**src/rtl/temp_alarm_pkg.sv**
```systemverilog
// rtl/temp_alarm_pkg.sv - alarm state encoding and fan duty constants for temp_alarm_ctrl
package temp_alarm_pkg;

    typedef enum logic [1:0] {
        ST_NORMAL = 2'b00,
        ST_WARN   = 2'b01,
        ST_CRIT   = 2'b10
    } alarm_state_t;

    localparam logic [7:0] FAN_NORMAL = 8'd0;
    localparam logic [7:0] FAN_WARN   = 8'd128;
    localparam logic [7:0] FAN_CRIT   = 8'd255;

    function automatic logic [7:0] duty_of(input alarm_state_t s);
        case (s)
            ST_WARN: return FAN_WARN;
            ST_CRIT: return FAN_CRIT;
            default: return FAN_NORMAL;
        endcase
    endfunction

endpackage

```
**src/rtl/temp_debounce.sv**
```systemverilog
// rtl/temp_debounce.sv - saturating consecutive-sample counter with clear and terminal count
module temp_debounce #(
    parameter int TC = 4
) (
    input  logic clk,
    input  logic rst,
    input  logic inc,
    input  logic clr,
    output logic tc
);

    localparam logic [3:0] TC_LAST = 4'(TC - 1);

    logic [3:0] count;

    // Terminal count fires on the edge that sees the TC-th qualifying sample.
    assign tc = inc && (count == TC_LAST);

    always_ff @(posedge clk) begin
        if (!rst || clr || tc) begin
            count <= 4'd0;
        end else if (inc && (count != 4'hF)) begin
            count <= count + 4'd1;
        end
    end

endmodule

```
**src/rtl/temp_alarm_ctrl.sv**
```systemverilog
// rtl/temp_alarm_ctrl.sv - debounced temperature alarm FSM; TEMP_ALARM_STATS_EN enables min/max stats
module temp_alarm_ctrl
    import temp_alarm_pkg::*;
#(
    parameter logic [7:0] WARN_TH  = 8'd60,
    parameter logic [7:0] CRIT_TH  = 8'd80,
    parameter logic [7:0] HYST     = 8'd5,
    parameter int         DEBOUNCE = 4
) (
    input  logic       clk,
    input  logic       rst,
    input  logic [7:0] temp_in,
    input  logic       temp_valid,
    input  logic       stats_clr,
    output logic [1:0] alarm_state,
    output logic       warn,
    output logic       crit,
    output logic [7:0] fan_duty,
    output logic       irq,
    output logic [7:0] temp_min,
    output logic [7:0] temp_max
);

    // Release levels saturate at zero so a small threshold never wraps.
    localparam logic [7:0] WARN_LO = (WARN_TH > HYST) ? WARN_TH - HYST : 8'd0;
    localparam logic [7:0] CRIT_LO = (CRIT_TH > HYST) ? CRIT_TH - HYST : 8'd0;

    alarm_state_t state;
    alarm_state_t target;
    logic         qual;
    logic         fire;
    logic         changed;

    always_comb begin
        qual   = 1'b0;
        target = state;
        case (state)
            ST_NORMAL: begin
                if (temp_in >= CRIT_TH) begin
                    qual   = 1'b1;
                    target = ST_CRIT;
                end else if (temp_in >= WARN_TH) begin
                    qual   = 1'b1;
                    target = ST_WARN;
                end
            end
            ST_WARN: begin
                if (temp_in >= CRIT_TH) begin
                    qual   = 1'b1;
                    target = ST_CRIT;
                end else if (temp_in < WARN_LO) begin
                    qual   = 1'b1;
                    target = ST_NORMAL;
                end
            end
            ST_CRIT: begin
                if (temp_in < CRIT_LO) begin
                    qual   = 1'b1;
                    target = ST_WARN;
                end
            end
            default: ;
        endcase
    end

    temp_debounce #(.TC(DEBOUNCE)) u_debounce (
        .clk (clk),
        .rst (rst),
        .inc (temp_valid && qual),
        .clr (temp_valid && !qual),
        .tc  (fire)
    );

    // irq trails the state change by one cycle via the changed flag.
    always_ff @(posedge clk) begin
        if (!rst) begin
            state    <= ST_NORMAL;
            warn     <= 1'b0;
            crit     <= 1'b0;
            fan_duty <= FAN_NORMAL;
            changed  <= 1'b0;
            irq      <= 1'b0;
        end else begin
            changed <= fire;
            irq     <= changed;
            if (fire) begin
                state    <= target;
                warn     <= (target != ST_NORMAL);
                crit     <= (target == ST_CRIT);
                fan_duty <= duty_of(target);
            end
        end
    end

    assign alarm_state = state;

`ifdef TEMP_ALARM_STATS_EN
    always_ff @(posedge clk) begin
        if (!rst || stats_clr) begin
            temp_min <= 8'hFF;
            temp_max <= 8'h00;
        end else if (temp_valid) begin
            if (temp_in < temp_min) temp_min <= temp_in;
            if (temp_in > temp_max) temp_max <= temp_in;
        end
    end
`else
    logic unused_stats_clr;
    assign unused_stats_clr = stats_clr;
    assign temp_min = 8'h00;
    assign temp_max = 8'h00;
`endif

endmodule

```
**config.mk**
```make
export PLATFORM = sky130hd
export DESIGN_NAME = temp_alarm_ctrl
export DESIGN_NICKNAME = d
export VERILOG_FILES = /design/src/rtl/temp_alarm_pkg.sv /design/src/rtl/temp_debounce.sv /design/src/rtl/temp_alarm_ctrl.sv
export SDC_FILE = /design/constraint.sdc
export NUM_CORES = 1
export LEC_CHECK = 0
export BUFFER_PORTS_ARGS = -buffer_cell sky130_fd_sc_hd__buf_2
export CAP_MARGIN = 20
export CORE_ASPECT_RATIO = 1.25
export CORE_MARGIN = 10
export CORE_UTILIZATION = 47
export CTS_CLUSTER_DIAMETER = 120
export DETAILED_ROUTE_END_ITERATION = 6
export PLACE_DENSITY = 0.79
export SYNTH_ARGS = -nofsm -noshare
export SYNTH_HDL_FRONTEND = slang
export SYNTH_SLANG_ARGS = --single-unit
```
**constraint.sdc**
```tcl
create_clock -name clk -period 2.4 [get_ports clk]
set_input_delay 0.72 -clock clk [delete_from_list [all_inputs] [get_ports clk]]
set_output_delay 0.72 -clock clk [all_outputs]
set_load 0.005 [all_outputs]
```
== Word-level counts from Yosys, hierarchy flattened ==
Index checks and enable logic that the tools add are counted.
Cells by class
  add/sub/neg operators: 1
  order comparisons: 4
  eq/ne operators: 6
  mux-type cells: 13
  reductions and logical operators: 10
Operators with widths (number)
  one-hot mux 8 bit (2 select lines): 1
  2-to-1 mux 2 bit: 5
  greater-or-equal comparator 8 x 6 -> 1 bit, second input constant: 1
  greater-or-equal comparator 8 x 7 -> 1 bit, second input constant: 1
  < comparator 8 x 6 -> 1 bit, second input constant: 1
  < comparator 8 x 7 -> 1 bit, second input constant: 1
  one-hot mux 2 bit (3 select lines): 1
  2-to-1 mux 1 bit: 5
  adder 4 x 1 -> 4 bit, second input constant: 1
  equality test 2 x 1 -> 1 bit, second input constant: 2
  equality test 2 bit, second input constant: 2
  equality test 4 x 2 -> 1 bit, second input constant: 1
  logical AND 1 bit: 4
  != test 4 bit, second input constant: 1
  one-hot mux 1 bit (3 select lines): 1
  logical NOT 1 bit: 2
  logical NOT 2 bit: 1
  logical OR 1 bit: 2
  nonzero test 2 bit: 1
Word-level totals
  register bits: 18
  bits of input ports: 12

== Logic depth before layout (Yosys ltp) ==
  depth after elaboration: 8
  gate-level depth with buffers: 7
  mapped depth without buffers: 7

== Modules after synthesis ==
A second synthesis with hierarchy kept.
Unflattened totals
  cells, all modules: 103
  area total of the unflattened synthesis: 858.3 um^2
Modules (own cells, without submodules)
  temp_alarm_ctrl: instances 1, cells an instance 80, area an instance 644.4 um^2
  temp_debounce: instances 1, cells an instance 23, area an instance 214.0 um^2

== Worst setup path after synthesis ==
Ideal clock, no wire load.
  path kind: input-to-reg
  start: input port temp_in[5]
  end: register fan_duty[7]
  data arrival time: 2.046 ns
  data required time: 2.278 ns
  path slack: 0.231 ns
  stages: 7
  path buffers: 0
  cells stage by stage: nor4b_2 -> o211ai_1 -> a22o_1 -> nor3_1 -> ha_1 -> o211ai_1 -> a21oi_1
On the way
  word-level cells in the longest chain between the ends: 6
  elaborated cells on any way between the ends: 21
  those cells by class: order compare (4); eq/ne (2); mux (13); reduce/logical (2)
Ends and longest elaborated chain
  start, declared: line temp_alarm_ctrl.sv:12  | input logic [7:0] temp_in,
  < comparator 8 x 6 -> 1 bit / greater-or-equal comparator 8 x 6 -> 1 bit (equally long branches): line temp_alarm_ctrl.sv:51, temp_alarm_ctrl.sv:42
  2-to-1 mux 2 bit, or another cell as far along: line temp_alarm_ctrl.sv:51  | end else if (temp_in < WARN_LO) begin
  2-to-1 mux 2 bit, or another cell as far along: line temp_alarm_ctrl.sv:48  | if (temp_in >= CRIT_TH) begin
  one-hot mux 2 bit (3 select lines) / one-hot mux 1 bit (3 select lines) (equally long branches): line temp_alarm_ctrl.sv:37  | case (state)
  equality test 2 bit, or another cell as far along: line temp_alarm_pkg.sv:15  | case (s)
  one-hot mux 8 bit (2 select lines) / logical AND 1 bit (equally long branches): line temp_alarm_pkg.sv:15, temp_debounce.sv:17
  end signal, assigned: line temp_alarm_ctrl.sv:90  | fan_duty <= duty_of(target);
  end, declared: line temp_alarm_ctrl.sv:18  | output logic [7:0] fan_duty,
Several ways; a longest one is shown, not always the timed one.
A chain may end at the register's enable or synchronous reset.

== Worst setup path in the final report ==
  start: input port temp_in[5]
  end: register fan_duty[7]
On the way
  word-level cells in the longest chain between the ends: 6
  elaborated cells on any way between the ends: 21
  those cells by class: order compare (4); eq/ne (2); mux (13); reduce/logical (2)
Ends and longest elaborated chain
  < comparator 8 x 6 -> 1 bit / greater-or-equal comparator 8 x 6 -> 1 bit (equally long branches): line temp_alarm_ctrl.sv:51, temp_alarm_ctrl.sv:42
  2-to-1 mux 2 bit (on tied branches): line temp_alarm_ctrl.sv:51, temp_alarm_ctrl.sv:42
  2-to-1 mux 2 bit (on tied branches): line temp_alarm_ctrl.sv:48, temp_alarm_ctrl.sv:39
  one-hot mux 2 bit (3 select lines) (*): line temp_alarm_ctrl.sv:37
  via target[1]: line temp_alarm_ctrl.sv:29  | alarm_state_t target;
  equality test 2 bit / equality test 2 x 1 -> 1 bit (equally long branches): line temp_alarm_pkg.sv:15
  one-hot mux 8 bit (2 select lines) (*): line temp_alarm_pkg.sv:15
Mark *: on every way through the listed nets, which the timed path passes. The rest lies on a longest branch.

==> results.toml <==
[status]
outcome = "finished, final reports clean"

[layout]
diodes = 0
layout_common_cells = "buf_2 (23), conb_1 (16), dfxtp_1 (11), a21oi_1 (10), nand3_1 (7)"
final_common_cell = "buf_2"
finalNetCount = 151
syn2layout_area_growth_pct = 8.29
finalInstanceArea_mm2 = 0.00103
layout-drive-gt1-share = 0.289

[grt]
grt_pass1_wl_mm = 3.64
antenna_found_initial = 0
grt_pass1_vias = 856
gr-usage-all-layers = 0.102
grt_overflow = 0
grt_max_degree = 10

[clocking]
insertion_delay_ps = 270
clkSinkCount = 11
tritoncts = "yes"
holdBufCountCts = 0
cts_buffers = 3
cts_resized = 0
clk_pin_slew_ps = 70
cts_max_path_buffers = 2
cts_root_buf = "clkbuf_4"
postCtsSetupBuffers = 0
htreeDepth = 1

[critical_path]
path_cells = "buf_2 > nor4b_2 > o211ai_1 > buf_4 > a2bb2oi_1 > inv_1 > ha_1 > o211ai_1 > a21oi_1"
cp_max_fo = 5
critPathKind = "primary input to flip-flop"
crit_slowest_cell = "ha_1"
start_kind = "primary input"
path_delay_family = "compound AO/OA/AOI/OAI gates"
worstPathArrival_ps = 2270
cpPeakStageDelay_ps = 280
worstReg2RegStart = "u_debounce.count[0]$_SDFFE_PP0P_"
crit_start = "temp_in[5]"
crit_buf_inv = 3
crit_top_cell = "o211ai_1"
endpoint_kind = "flip-flop"
cp.required_ps = 2600

[synth]
synthFlopType = "dfxtp_1"
ys_types = 46
yosysWarnings = 0
syn_avg_cell_area_um2 = 8.42
seq_area_frac_synth = 0.232
synthCells = 113
ys_seq_elements = 11
netlist_area_um2 = 951
async_flop_share = 0
synth-edff-count = 0

[routing]
wire_per_inst_um = 13.9
drt-total-wl_mm = 2.15
ant_nets = 0
num_vias = 844
drt_iter0_markers = 17
drc = 0
first_pass_iters = 4
viasPerCell = 5.45

[pwr]
ir_drop_mv = 0.369
p_per_area_mw_per_mm2 = 368
power_mw = 0.379
cellLeakagePower_nw = 0.444

[flow_run]
max_cap_violations = 0

[floorplan]
die_h_um = 70.3
die_w_um = 60.2
row_count = 18
io_pins = 41
die_area_mm2 = 0.00423
start_util = 0.485
placeableCoreArea_mm2 = 0.00196

[placement]
hpwl_mm = 1.78
gp_congestion = 0.845
port_buffers = 23
placed_area_mm2 = 0.00100

[sta]
period_needed_ps = 2070
rsz0062_at_grt = "no"
clock_skew_ps = 5.74
slew_viol_final = 0
tns_ps = 0
fmax_mhz = 483
setup_viol = 0
fin_crit_sh = 0.863
finalHoldViolCount = 0
hold-worst-slack_ps = 440

[worst_hold_path]
min_from = "changed$_SDFF_PN0_"
holdCritPathClass = "flip-flop to flip-flop"
[layout make-up]
type / instances / area, um2
fill: 195 / 930
multi-input combinational: 87 / 587
sequential: 11 / 220
timing repair buffer: 28 / 153
clock buffer: 4 / 26.3
tap: 20 / 25.0
inverter: 5 / 18.8
[through the flow]
stage               worst slack [ps]  instances  utilization
floorplan                        231        128            -
global route                     120        155        0.526
CTS                              358        155        0.526
global placement                 121        151        0.512
detailed placement              90.4        151        0.512
finish                           329        155        0.526
[kinds of logic after synthesis]
group | share of synthesized area
fa+ha+maj | 0.0395
buf+inv | 0.211
other cells | 0.00394
simple gates | 0.230
compound gates | 0.275
flops | 0.232
xor+xnor | 0.00921
[report_power, final]
group | total (mW) | internal, mW | switching, mW
Sequential | 0.188 | 0.185 | 0.00281
Combinational | 0.0645 | 0.0254 | 0.0390
Clock | 0.127 | 0.0643 | 0.0623
Total | 0.379 | 0.275 | 0.104
[Yosys cell counts (2+ instances only)]
library cell	instances	area, um2
o211ai_1	5	37.5
a21oi_1	10	50.1
nand4_1	3	18.8
nand2_1	5	18.8
nand3_1	7	35.0
and2_1	3	18.8
inv_1	4	15.0
a31oi_1	2	12.5
nor2_1	2	7.51
ha_1	3	37.5
buf_4	23	173
nor2b_1	2	12.5
dfxtp_1	11	220
[state kept, by name, summed over array words and instances (netlist names)]
signal and flops:
irq 1, warn 1, alarm_state 2, crit 1, changed 1, u_debounce.count 4, fan_duty 1
[path summary, 6_finish.rpt]
check | cells past startpoint | slack, ps | to
setup / recovery | 9 | 330 | fan_duty[7]$_SDFFE_PN0P_
hold / removal | 1 | 440 | irq$_SDFF_PN0_
setup reg to reg | 6 | 350 | alarm_state[0]$_SDFFE_PN0P_
hold reg to reg | 1 | 440 | irq$_SDFF_PN0_
[routing by layer]
| layer | vias to the layer above | share of wire | track usage |
|---|---|---|---|
| li1 | 426 | - | - |
| met1 | 388 | 0.38 | 0.110 |
| met2 | 28 | 0.54 | 0.171 |
| met3 | 2 | 0.080 | 0.0434 |
| met4 | 0 | 0.0033 | 0.0325 |
| met5 | - | 0 | 0 |
Note: power is estimated with default switching activity, not from simulation.
